$ cat src/rtl/keypad_matrix_scanner.sv
// keypad_matrix_scanner: scans a 4x4 active-low keypad and emits debounced key codes.
module keypad_matrix_scanner #(
  parameter int SCAN_TICKS     = 50000,
  parameter int DEBOUNCE_SCANS = 4
) (
  input  logic       clk,
  input  logic       rst,
  input  logic [3:0] row,
  output logic [3:0] col,
  output logic [3:0] key_code,
  output logic       key_valid,
  output logic       key_held
);
  localparam int TW = $clog2(SCAN_TICKS);
  localparam int CW = $clog2(DEBOUNCE_SCANS + 1);
  // nibble {r,c} holds the code of the key at row r, column c
  localparam logic [63:0] KEY_MAP = 64'hDF0E_C987_B654_A321;
  typedef enum logic {IDLE, PRESSED} state_t;
  state_t state, state_nx;
  logic [3:0] row_s1, row_s2, acc_code, prev_code, res_code, col_code;
  logic [TW-1:0] tick;
  logic [CW-1:0] cnt, cnt_nx;
  logic [1:0] c, low_r;
  logic acc_hit, prev_hit, res_hit, keep_acc, slot_end, scan_end, same, stable, load;
  always_comb begin
    slot_end = tick == TW'(SCAN_TICKS - 1);
    scan_end = slot_end && c == 2'd3;
    low_r    = !row_s2[0] ? 2'd0 : !row_s2[1] ? 2'd1 : !row_s2[2] ? 2'd2 : 2'd3;
    col_code = KEY_MAP[{low_r, c, 2'b00} +: 4];
    keep_acc = c != 2'd0 && acc_hit;
    res_hit  = keep_acc || row_s2 != 4'hF;
    res_code = keep_acc ? acc_code : col_code;
    same     = res_hit == prev_hit && (!res_hit || res_code == prev_code);
    cnt_nx   = !same ? CW'(1) : cnt == CW'(DEBOUNCE_SCANS) ? cnt : cnt + CW'(1);
    stable   = scan_end && cnt_nx == CW'(DEBOUNCE_SCANS);
  end
  always_comb begin
    state_nx = state;
    load     = 1'b0;
    if (stable) begin
      if (state == IDLE && res_hit) begin
        state_nx = PRESSED;
        load     = 1'b1;
      end else if (state == PRESSED && !res_hit) begin
        state_nx = IDLE;
      end else if (state == PRESSED && res_code != key_code) begin
        load = 1'b1;
      end
    end
  end
  always_ff @(posedge clk or posedge rst) begin
    if (rst) begin
      state     <= IDLE;
      row_s1    <= 4'hF;
      row_s2    <= 4'hF;
      tick      <= '0;
      c         <= 2'd0;
      col       <= 4'b1110;
      acc_hit   <= 1'b0;
      acc_code  <= 4'h0;
      prev_hit  <= 1'b0;
      prev_code <= 4'h0;
      cnt       <= '0;
      key_code  <= 4'h0;
      key_valid <= 1'b0;
    end else begin
      state     <= state_nx;
      row_s1    <= row;
      row_s2    <= row_s1;
      tick      <= slot_end ? '0 : tick + TW'(1);
      c         <= c + 2'(slot_end);
      col       <= slot_end ? {col[2:0], col[3]} : col;
      key_valid <= load;
      if (slot_end) begin
        acc_hit  <= res_hit;
        acc_code <= res_code;
      end
      if (scan_end) begin
        prev_hit  <= res_hit;
        prev_code <= res_code;
        cnt       <= cnt_nx;
      end
      if (load) key_code <= res_code;
    end
  end
  assign key_held = state == PRESSED;
endmodule
$ cat config.mk
export PLATFORM = sky130hd
export DESIGN_NAME = keypad_matrix_scanner
export DESIGN_NICKNAME = d
export VERILOG_FILES = /design/src/rtl/keypad_matrix_scanner.sv
export SDC_FILE = /design/constraint.sdc
export NUM_CORES = 1
export LEC_CHECK = 0
export ABC_AREA = 1
export BUFFER_PORTS_ARGS = -buffer_cell sky130_fd_sc_hd__buf_2
export CORE_ASPECT_RATIO = 1.5
export CORE_MARGIN = 4
export CORE_UTILIZATION = 26
export DETAILED_ROUTE_END_ITERATION = 10
export GPL_TIMING_DRIVEN = 0
export PLACE_DENSITY = 0.49
export SLEW_MARGIN = 0
export SYNTH_ARGS = -nofsm -noshare
export SYNTH_HDL_FRONTEND = slang
export SYNTH_SLANG_ARGS = --single-unit
$ cat constraint.sdc
create_clock -name clk -period 2.9 [get_ports clk]
set_input_delay 0.29 -clock clk [delete_from_list [all_inputs] [get_ports clk]]
set_output_delay 0.29 -clock clk [all_outputs]
set_load 0.1 [all_outputs]
==> flow_metrics.tcl, run 1 <==
set metrics [dict create \
    outcome "finished clean" \
    netlist_instances 309 \
    required_ns 3.09 \
    gr-total-overflow 0 \
    async_flop_share 1.00 \
    ys_types 30 \
    cts-htree-levels 2 \
    maxCapViolCount 0 \
    clockBufferDepth 2 \
    r2r_cells 18 \
    finalSetupViolations 0 \
    synthFlopType "dfrtp_1" \
    max_freq_mhz 403 \
    setup_tns_ns 0 \
    vias 1973 \
    slew_headroom 0.586 \
    crit_fanout 5 \
    cts_buffers 5 \
    ys_ff_latch 49 \
    first_global_vias 2015 \
    portBuffers 15 \
    ff2ff_setup_slack_ns 0.42 \
    root_buffer "clkbuf_16" \
    syn2layout_area_growth_pct 15.1 \
    yosys_warnings 0 \
    dp_slack_ns 0.318 \
    finalCritPeriodShare 0.855 \
    period_needed_ns 2.48 \
    die-area_um2 11500 \
    synth_top_family_by_area "simple AND/OR/NAND/NOR gates" \
    antenna_found_initial 0 \
    ant_nets 0 \
    grt.busiest_layer "met2" \
    muxShareOfSynthArea 0 \
    rr_endpoint "key_code[3]$_DFFE_PP0P_" \
    timing_worst_setup_path_type "register to register" \
    grtUsageMet3 0.0197 \
    clock_latency_ns 0.29 \
    fin_skew_ns 0.00478 \
    synth_edf_count 0 \
    finalMaxSlewViolations 0 \
    grt_setup_unrepaired "false" \
    fp.dieH_um 130 \
    syn-cell-area_um2 2560 \
    synth_xor_area_frac 0.0273 \
    cts_hold_buf 0 \
    firstDrtPassIters 4 \
    globalRouteMet1Util 0.117 \
    dpl.cell_count 440 \
    track_usage 0.101 \
    synthAdderAreaFrac 0.0537 \
    fin_ws_ns 0.420 \
    grt_max_degree 26 \
    antenna_cells 0 \
    design.core.area_um2 9630 \
    start_util 0.266 \
    cts_tree "done" \
    cts.clk_slew.worst_paths_ns 0.07 \
    yosysSeqAreaShare 0.484 \
    instances_no_fill 448 \
    layout.nets 349 \
    ir_worst_vdd_uv 233 \
    die_w_um 89.1 \
    synth_nets 326 \
    avgSynthCellArea_um2 8.30 \
    fp-row-count 44 \
    most-common-layout-cells "75 x nand2_1, 40 x inv_1, 38 x dfrtp_1" \
    start_kind "register" \
    multi_input_area_um2 1160 \
    drtIter0Drc 96 \
    wire_per_inst_um 11.7 \
    io_pins 16 \
    rr_startpoint "c[0]$_DFF_PP0_" \
    drive_above_1_share 0.189 \
    p_per_area_nw_per_um2 458 \
    grt_use_met2 0.179 \
    final_common_cell "nand2_1" \
    synth_compound_area_frac 0.0708 \
    drc 0 \
    wl_mm 5.22 \
    min-delay-path-class "primary input to asynchronous set/reset pin" \
    yosys.area_share.simple 0.297 \
    place.gp.congestion 0.838 \
    dp_hpwl_mm 3.97 \
    leakage_nw 1.49 \
    cts_resized 0 \
    crit_path_end_kind "register" \
    tightestPinTransition_ns 0.618 \
    viasPerCell 4.40 \
    grt_pass1_wl_mm 9.16 \
    cp.arrival_ns 2.67 \
    seqCellArea_um2 1240 \
    clock_sinks 49 \
    post_cts_buffers 0 \
    hold_violations 0 \
    fillers 1012 \
]
worst max-delay path, cell delays in order (launching register included):
cell	delay [ns]
dfrtp_1	0.42
inv_1	0.12
ha_1	0.27
o21ai_0	0.29
nand2_1	0.09
nand2_1	0.07
nand2_1	0.05
nand2_2	0.11
nand2_4	0.08
nand2_2	0.05
nand2_1	0.05
nor2_1	0.08
nand2_1	0.07
nand2_2	0.11
nand3_2	0.10
nor2_4	0.21
nand2_4	0.09
nand2_1	0.06
nand2_1	0.05
synth_stat cells, types with 4 or more instances:
cell type | instances | area (um2)
nand2_2 | 10 | 62.6
nor4_1 | 4 | 25.0
nand3_1 | 18 | 90.1
nor3_1 | 4 | 20.0
nand2_4 | 4 | 45.0
a21oi_1 | 7 | 35.0
dfrtp_1 | 38 | 951
ha_1 | 11 | 138
nand2_1 | 75 | 282
dfstp_2 | 11 | 289
xor2_1 | 6 | 52.6
nor2_1 | 31 | 116
inv_1 | 41 | 154
nand4_1 | 4 | 25.0
o21ai_0 | 20 | 100
kinds of logic after synthesis:
| kind of cell | Yosys count |
|---|---|
| compound gates | 33 |
| flops | 49 |
| simple gates | 162 |
| buf+inv | 46 |
| xor+xnor | 8 |
| fa+ha+maj | 11 |
where the power goes:
part	internal, mW	switching (mW)	leakage, nW
combinational	0.0210	0.0448	0.797
clock	0.321	0.268	0.0631
sequential	0.694	0.00384	0.632
sequential cells by signal, summed over array words and instances (netlist names), 2 cells and up:
| signal | cells |
|---|---|
| tick | 16 |
| acc_code | 4 |
| col | 4 |
| key_code | 4 |
| prev_code | 4 |
| row_s1 | 4 |
| row_s2 | 4 |
| cnt | 3 |
| c | 2 |
cell type report:
type,count,share of cell area
Clock buffer,6,0.0437
Timing Repair Buffer,16,0.0322
Clock inverter,2,0.00509
Tap cell,115,0.0487
Buffer,2,0.00254
Sequential cell,49,0.420
Inverter,44,0.0560
Multi-Input combinational cell,214,0.392
metal layers:
metal  routed length (um)  part of all wire
met1                 2210              0.42
met2                 2740              0.52
met3                  151             0.029
met4                  125             0.024
met5                    0                 0
per-stage QoR:
| step | total power, mW | utilization | hold slack [ns] | instance area [um2] |
|---|---|---|---|---|
| floorplan | 0.756 | - | 0.294 | 2560 |
| global placement | 0.773 | 0.289 | 0.347 | 2780 |
| CTS | 1.38 | 0.306 | 0.0578 | 2950 |
| detailed placement | 0.778 | 0.291 | 0.347 | 2800 |
| finish | 1.35 | 0.306 | 0.0339 | 2950 |
| global route | 1.40 | 0.306 | 0.0807 | 2950 |
worst max-delay path by stage:
| stage | slack [ns] | end | start |
|---|---|---|---|
| floorplan | 0.78 | key_code[1]$_DFFE_PP0P_ | c[0]$_DFF_PP0_ |
| global placement | 0.33 | key_code[3]$_DFFE_PP0P_ | c[0]$_DFF_PP0_ |
| detailed placement | 0.32 | key_code[3]$_DFFE_PP0P_ | c[0]$_DFF_PP0_ |
| CTS | 0.30 | key_code[3]$_DFFE_PP0P_ | c[0]$_DFF_PP0_ |
| global route | 0.15 | key_code[3]$_DFFE_PP0P_ | c[0]$_DFF_PP0_ |
| finish | 0.42 | key_code[3]$_DFFE_PP0P_ | c[0]$_DFF_PP0_ |
(Power assumes the default switching activity.)
==> run 2, diff against run 1 <==
--- a/config.mk
+++ b/config.mk
@@ -10,6 +10,7 @@
 export CORE_ASPECT_RATIO = 1.5
 export CORE_MARGIN = 4
 export CORE_UTILIZATION = 26
+export CTS_BUF_LIST = sky130_fd_sc_hd__clkbuf_16
 export DETAILED_ROUTE_END_ITERATION = 10
 export GPL_TIMING_DRIVEN = 0
 export PLACE_DENSITY = 0.49
==> constraint.sdc (replaced) <==
create_clock -name clk -period 2.9 [get_ports clk]
set_input_delay 0.29 -clock clk [delete_from_list [all_inputs] [get_ports clk]]
set_output_delay 0.29 -clock clk [all_outputs]
set_load 0.02 [all_outputs]
==> run 2 against run 1 <==
Clock power is essentially flat. Non-clock buffer count is the same. Combinational power about the same. Via count is essentially flat. Final area unchanged. Utilization unchanged. Die area did not move. Register-to-register slack is essentially flat.
==> flow_metrics.tcl, run 2 (synthesized netlist as in run 1, its figures left out) <==
set metrics [dict create \
    place.gp.congestion 0.838 \
    final_common_cell "nand2_1" \
    layout.nets 349 \
    finalMaxSlewViolations 0 \
    post_cts_buffers 0 \
    worstSetupStartpoint "c[0]$_DFF_PP0_" \
    syn2layout_area_growth_pct 15.1 \
    largest_reg_flops 16 \
    cts_hold_buf 0 \
    p_per_area_nw_per_um2 457 \
    post-route-util 0.306 \
    fin_skew_ns 0.00479 \
    critical-path-max-stage-delay_ns 0.42 \
    grt_setup_unrepaired "false" \
    viasPerCell 4.41 \
    wl_mm 5.23 \
    cts_resized 0 \
    largest_register "tick" \
    start_util 0.266 \
    leakage_nw 1.50 \
    timing_worst_setup_path_type "register to register" \
    crit_chain "inv_1 -> ha_1 -> o21ai_0 -> nand2_1 -> nand2_1 -> nand2_1 -> nand2_2 -> nand2_4 -> nand2_2 -> nand2_1 -> nor2_1 -> nand2_1 -> nand2_2 -> nand3_2 -> nor2_4 -> nand2_4 -> nand2_1 -> nand2_1" \
    gr-total-overflow 0 \
    vias 1974 \
    crit_fanout 5 \
    maxCapViolCount 0 \
    cts_buffers 5 \
    drc 0 \
    finalCritPeriodShare 0.855 \
    outcome "finished clean" \
    antenna_cells 0 \
    cp.arrival_ns 2.67 \
    io_pins 16 \
    track_usage 0.101 \
    firstDrtPassIters 4 \
    first_global_vias 2015 \
    crit_end "key_code[3]$_DFFE_PP0P_" \
    clockBufferDepth 2 \
    max_freq_mhz 403 \
    critPathTopFamily "simple AND/OR/NAND/NOR gates" \
    instances_no_fill 448 \
    hold_violations 0 \
    design_area_um2 2950 \
    r2r_cells 18 \
    rr_startpoint "c[0]$_DFF_PP0_" \
    cts_tree "done" \
    grt_pass1_wl_mm 9.16 \
    portBuffers 15 \
    clock_latency_ns 0.29 \
    finalSetupViolations 0 \
    grt_max_degree 26 \
    design.core.area_um2 9630 \
    wire_per_inst_um 11.7 \
    crit_path_end_kind "register" \
    setup_tns_ns 0 \
    start_kind "register" \
    dp_hpwl_mm 3.97 \
    antenna_found_initial 0 \
    cp_slowest_cell "dfrtp_1" \
    min-delay-path-class "primary input to asynchronous set/reset pin" \
    clock_sinks 49 \
    dpl.cell_count 440 \
    drtIter0Drc 97 \
    place_area_um2 2800 \
    die_w_um 89.1 \
    drive_above_1_share 0.189 \
    cts.clk_slew.worst_paths_ns 0.07 \
    fp-row-count 44 \
    die-area_um2 11500 \
    cts-htree-levels 2 \
    slew_headroom 0.586 \
    root_buffer "clkbuf_16" \
    cp.depth 18 \
    tightestPinTransition_ns 0.618 \
    period_needed_ns 2.48 \
    ir_worst_vdd_uv 233 \
    ff2ff_setup_slack_ns 0.42 \
    most-common-layout-cells "75 x nand2_1, 41 x inv_1, 38 x dfrtp_1" \
    fp.dieH_um 130 \
    required_ns 3.09 \
    path_common_cell "nand2_1" \
    rr_endpoint "key_code[3]$_DFFE_PP0P_" \
    fin_ws_ns 0.419 \
    dp_slack_ns 0.318 \
    crit_buf_inv 1 \
    ant_nets 0 \
]
-- run 2: how the worst min path moves through the flow --
stage,from,endpoint,slack [ns],cells past startpoint
floorplan,row[0],row_s1[0]$_DFF_PP1_,0.29,0
global placement,row_s1[2]$_DFF_PP1_,row_s2[2]$_DFF_PP1_,0.35,0
detailed placement,row_s1[2]$_DFF_PP1_,row_s2[2]$_DFF_PP1_,0.35,0
CTS,rst,tick[0]$_DFF_PP0_,0.06,2
global route,row[0],row_s1[0]$_DFF_PP1_,0.08,1
finish,rst,tick[2]$_DFF_PP0_,0.03,2
-- run 2: area by class of cell --
class / instances / area [um2]
well taps: 115 / 144
fillers: 1012 / 6680
clock buffers: 5 / 125
inverters: 44 / 165
flip-flops and latches: 49 / 1240
clock inverters: 3 / 18.8
repair buffers: 16 / 95.1
multi-input cells: 214 / 1160
plain buffers: 2 / 7.51
-- run 2: through the flow --
step | total power, mW | hold WS (ns)
floorplan | 0.756 | 0.294
global placement | 0.773 | 0.347
detailed placement | 0.778 | 0.347
CTS | 1.37 | 0.0585
global route | 1.40 | 0.0804
finish | 1.35 | 0.0339
-- run 2: layer usage --
metal,GRT usage,vias to the layer above,share of wire
met4,0.0438,0,0.024
met5,0,-,0
met2,0.179,25,0.52
li1,-,1028,-
met1,0.117,911,0.42
met3,0.0197,10,0.029
-- run 2: power breakdown --
part           internal [mW]  switching (mW)  leakage [nW]
Clock                  0.317           0.268        0.0672
Sequential             0.694         0.00384         0.632
Combinational         0.0210          0.0448         0.797
Total                   1.03           0.317          1.50
-- run 2: worst register-to-register path, cell delays in order (launching register included) --
cell	delay [ns]
dfrtp_1	0.42
inv_1	0.12
ha_1	0.27
o21ai_0	0.29
nand2_1	0.09
nand2_1	0.07
nand2_1	0.05
nand2_2	0.11
nand2_4	0.08
nand2_2	0.05
nand2_1	0.05
nor2_1	0.08
nand2_1	0.07
nand2_2	0.11
nand3_2	0.11
nor2_4	0.22
nand2_4	0.09
nand2_1	0.06
nand2_1	0.05
==> run 3, diff against run 2 <==
--- a/config.mk
+++ b/config.mk
@@ -8,7 +8,7 @@
 export ABC_AREA = 1
 export BUFFER_PORTS_ARGS = -buffer_cell sky130_fd_sc_hd__buf_2
 export CORE_ASPECT_RATIO = 1.5
-export CORE_MARGIN = 4
+export CORE_MARGIN = 2
 export CORE_UTILIZATION = 26
 export CTS_BUF_LIST = sky130_fd_sc_hd__clkbuf_16
 export DETAILED_ROUTE_END_ITERATION = 10
==> constraint.sdc (replaced) <==
create_clock -name clk -period 2.9 [get_ports clk]
set_input_delay 0.145 -clock clk [delete_from_list [all_inputs] [get_ports clk]]
set_output_delay 0.145 -clock clk [all_outputs]
set_load 0.02 [all_outputs]
==> run 3 against run 2 <==
Count of clock-buffer cells in the layout is the same. First-iteration DRC count down 31%. Largest cell class unchanged. Sequential cell count did not move. Final cell count grew 1.1%. Utilization rose by 0.70 points. Critical path type unchanged. Non-clock buffer count grew 5. Largest power group unchanged. Total power up 5.8%. Sequential share of layout area fell by 0.94 points. Sequential power hardly changed. Clock power grew 13%.
==> flow_metrics.tcl, run 3 (synthesized netlist as in run 1, its figures left out) <==
set metrics [dict create \
    outcome "finished clean" \
    clockBufferDepth 2 \
    clock_sinks 49 \
    r2r_cells 13 \
    grt_pass1_wl_mm 9.20 \
    clock_latency_ns 0.29 \
    crit_path_end_kind "register" \
    design_area_um2 3020 \
    maxCapViolCount 0 \
    hold_violations 0 \
    wire_per_inst_um 11.5 \
    slew_headroom 0.551 \
    fp-row-count 44 \
    critical-path-max-stage-delay_ns 0.54 \
    antenna_found_initial 0 \
    ir_worst_vdd_uv 332 \
    p_clk_frac 0.462 \
    crit_fanout 7 \
    crit_buf_inv 3 \
    max_freq_mhz 392 \
    critPathTopFamily "simple AND/OR/NAND/NOR gates" \
    die-area_um2 10700 \
    finalMaxSlewViolations 0 \
    min-delay-path-class "register to register" \
    switching_share 0.213 \
    finalSetupViolations 0 \
    setup_tns_ns 0 \
    largest_register "tick" \
    seq_power_share 0.489 \
    syn2layout_area_growth_pct 17.8 \
    rr_endpoint "key_code[3]$_DFFE_PP0P_" \
    rr_startpoint "c[0]$_DFF_PP0_" \
    die_w_um 85.1 \
    holdCritStartpoint "row_s1[0]$_DFF_PP1_" \
    vias 2004 \
    place_area_um2 2800 \
    ff2ff_setup_slack_ns 0.35 \
    p_per_area_nw_per_um2 472 \
    grt_setup_unrepaired "false" \
    cts_tree "done" \
    cp_slowest_cell "nor3_1" \
    drtIter0Drc 67 \
    post-route-util 0.313 \
    crit_chain "inv_1 -> ha_1 -> inv_1 -> nand2_4 -> inv_1 -> nor3_1 -> nand2_1 -> nand2_2 -> nand3_2 -> nor2_4 -> nand2_4 -> nand2_1 -> nand2_1" \
    cts_hold_buf 5 \
    cts-htree-levels 2 \
    p_int_mw 1.12 \
    most-common-layout-cells "75 x nand2_1, 40 x inv_1, 38 x dfrtp_1" \
    required_ns 3.09 \
    min_to "row_s2[0]$_DFF_PP1_" \
    cts_resized 0 \
    fin_skew_ns 0.00534 \
    grt_max_degree 29 \
    post_cts_buffers 0 \
    cp.arrival_ns 2.73 \
    first_global_vias 2068 \
    tightestPinTransition_ns 0.668 \
    timing_worst_setup_path_type "register to register" \
    wl_mm 5.22 \
    io_pins 16 \
    antenna_cells 0 \
    drive_above_1_share 0.183 \
    cts.clk_slew.worst_paths_ns 0.07 \
    viasPerCell 4.42 \
    period_needed_ns 2.55 \
    track_usage 0.108 \
    cts_buffers 5 \
    root_buffer "clkbuf_16" \
    layout.nets 354 \
    pwr-share-comb 0.049 \
    dp_hpwl_mm 3.98 \
    largest_reg_flops 16 \
    finalCritPeriodShare 0.879 \
    whs_path_depth 0 \
    ant_nets 0 \
    firstDrtPassIters 4 \
    design.core.area_um2 9630 \
    start_kind "register" \
    start_util 0.266 \
    fp.dieH_um 126 \
    place.gp.congestion 0.854 \
    portBuffers 15 \
    gr-total-overflow 0 \
    p_sw_uw 303 \
    leakage_nw 1.53 \
    drc 0 \
    final_common_cell "nand2_1" \
]
[run 3: power by group through the flow]
| stage | Sequential (mW) | Combinational, mW | Clock (mW) |
|---|---|---|---|
| floorplan | 0.709 | 0.0465 | 0 |
| global placement | 0.710 | 0.0627 | 0 |
| detailed placement | 0.710 | 0.0670 | 0 |
| CTS | 0.698 | 0.0722 | 0.689 |
| global route | 0.698 | 0.0808 | 0.714 |
| finish | 0.698 | 0.0698 | 0.659 |
[run 3: worst max path at each step]
stage	slack (ns)	cells past startpoint	to	start
detailed placement	0.33	13	key_code[3]$_DFFE_PP0P_	c[0]$_DFF_PP0_
CTS	0.32	13	key_code[3]$_DFFE_PP0P_	c[0]$_DFF_PP0_
global placement	0.34	13	key_code[3]$_DFFE_PP0P_	c[0]$_DFF_PP0_
finish	0.35	13	key_code[3]$_DFFE_PP0P_	c[0]$_DFF_PP0_
floorplan	0.80	15	key_code[1]$_DFFE_PP0P_	c[0]$_DFF_PP0_
global route	0.08	13	key_code[1]$_DFFE_PP0P_	c[0]$_DFF_PP0_
[run 3: through the flow]
stage,power [mW],hold slack [ns],cells,worst slack [ns]
after floorplan,0.756,0.149,309,0.796
after global placement,0.773,0.252,439,0.343
after detailed placement,0.777,0.200,440,0.335
after CTS,1.46,0.358,453,0.320
after global routing,1.49,0.360,453,0.0773
final,1.43,0.353,453,0.352
[run 3: area by class of cell]
| class | count | area [um2] |
|---|---|---|
| multi-input cells | 214 | 1150 |
| well taps | 115 | 144 |
| clock inverters | 3 | 41.3 |
| repair buffers | 21 | 145 |
| inverters | 44 | 165 |
| clock buffers | 5 | 125 |
| fillers | 1018 | 6620 |
| plain buffers | 2 | 7.51 |
| flip-flops and latches | 49 | 1240 |
[run 3: layer usage]
metal | vias up | share of wire | global-route usage
met3 | 6 | 0.028 | 0.0236
met1 | 928 | 0.41 | 0.114
met5 | - | 0 | 0
met4 | 0 | 0.021 | 0.0486
met2 | 28 | 0.54 | 0.200
li1 | 1042 | - | -
[run 3: worst reg2reg max path, delay by kind of cell (launching register included)]
family | cells | cell delay [ns]
adder cells (fa/ha/maj) | 1 | 0.23
buffers and inverters | 3 | 0.34
flip-flops | 1 | 0.43
AND/OR/NAND/NOR | 9 | 1.45
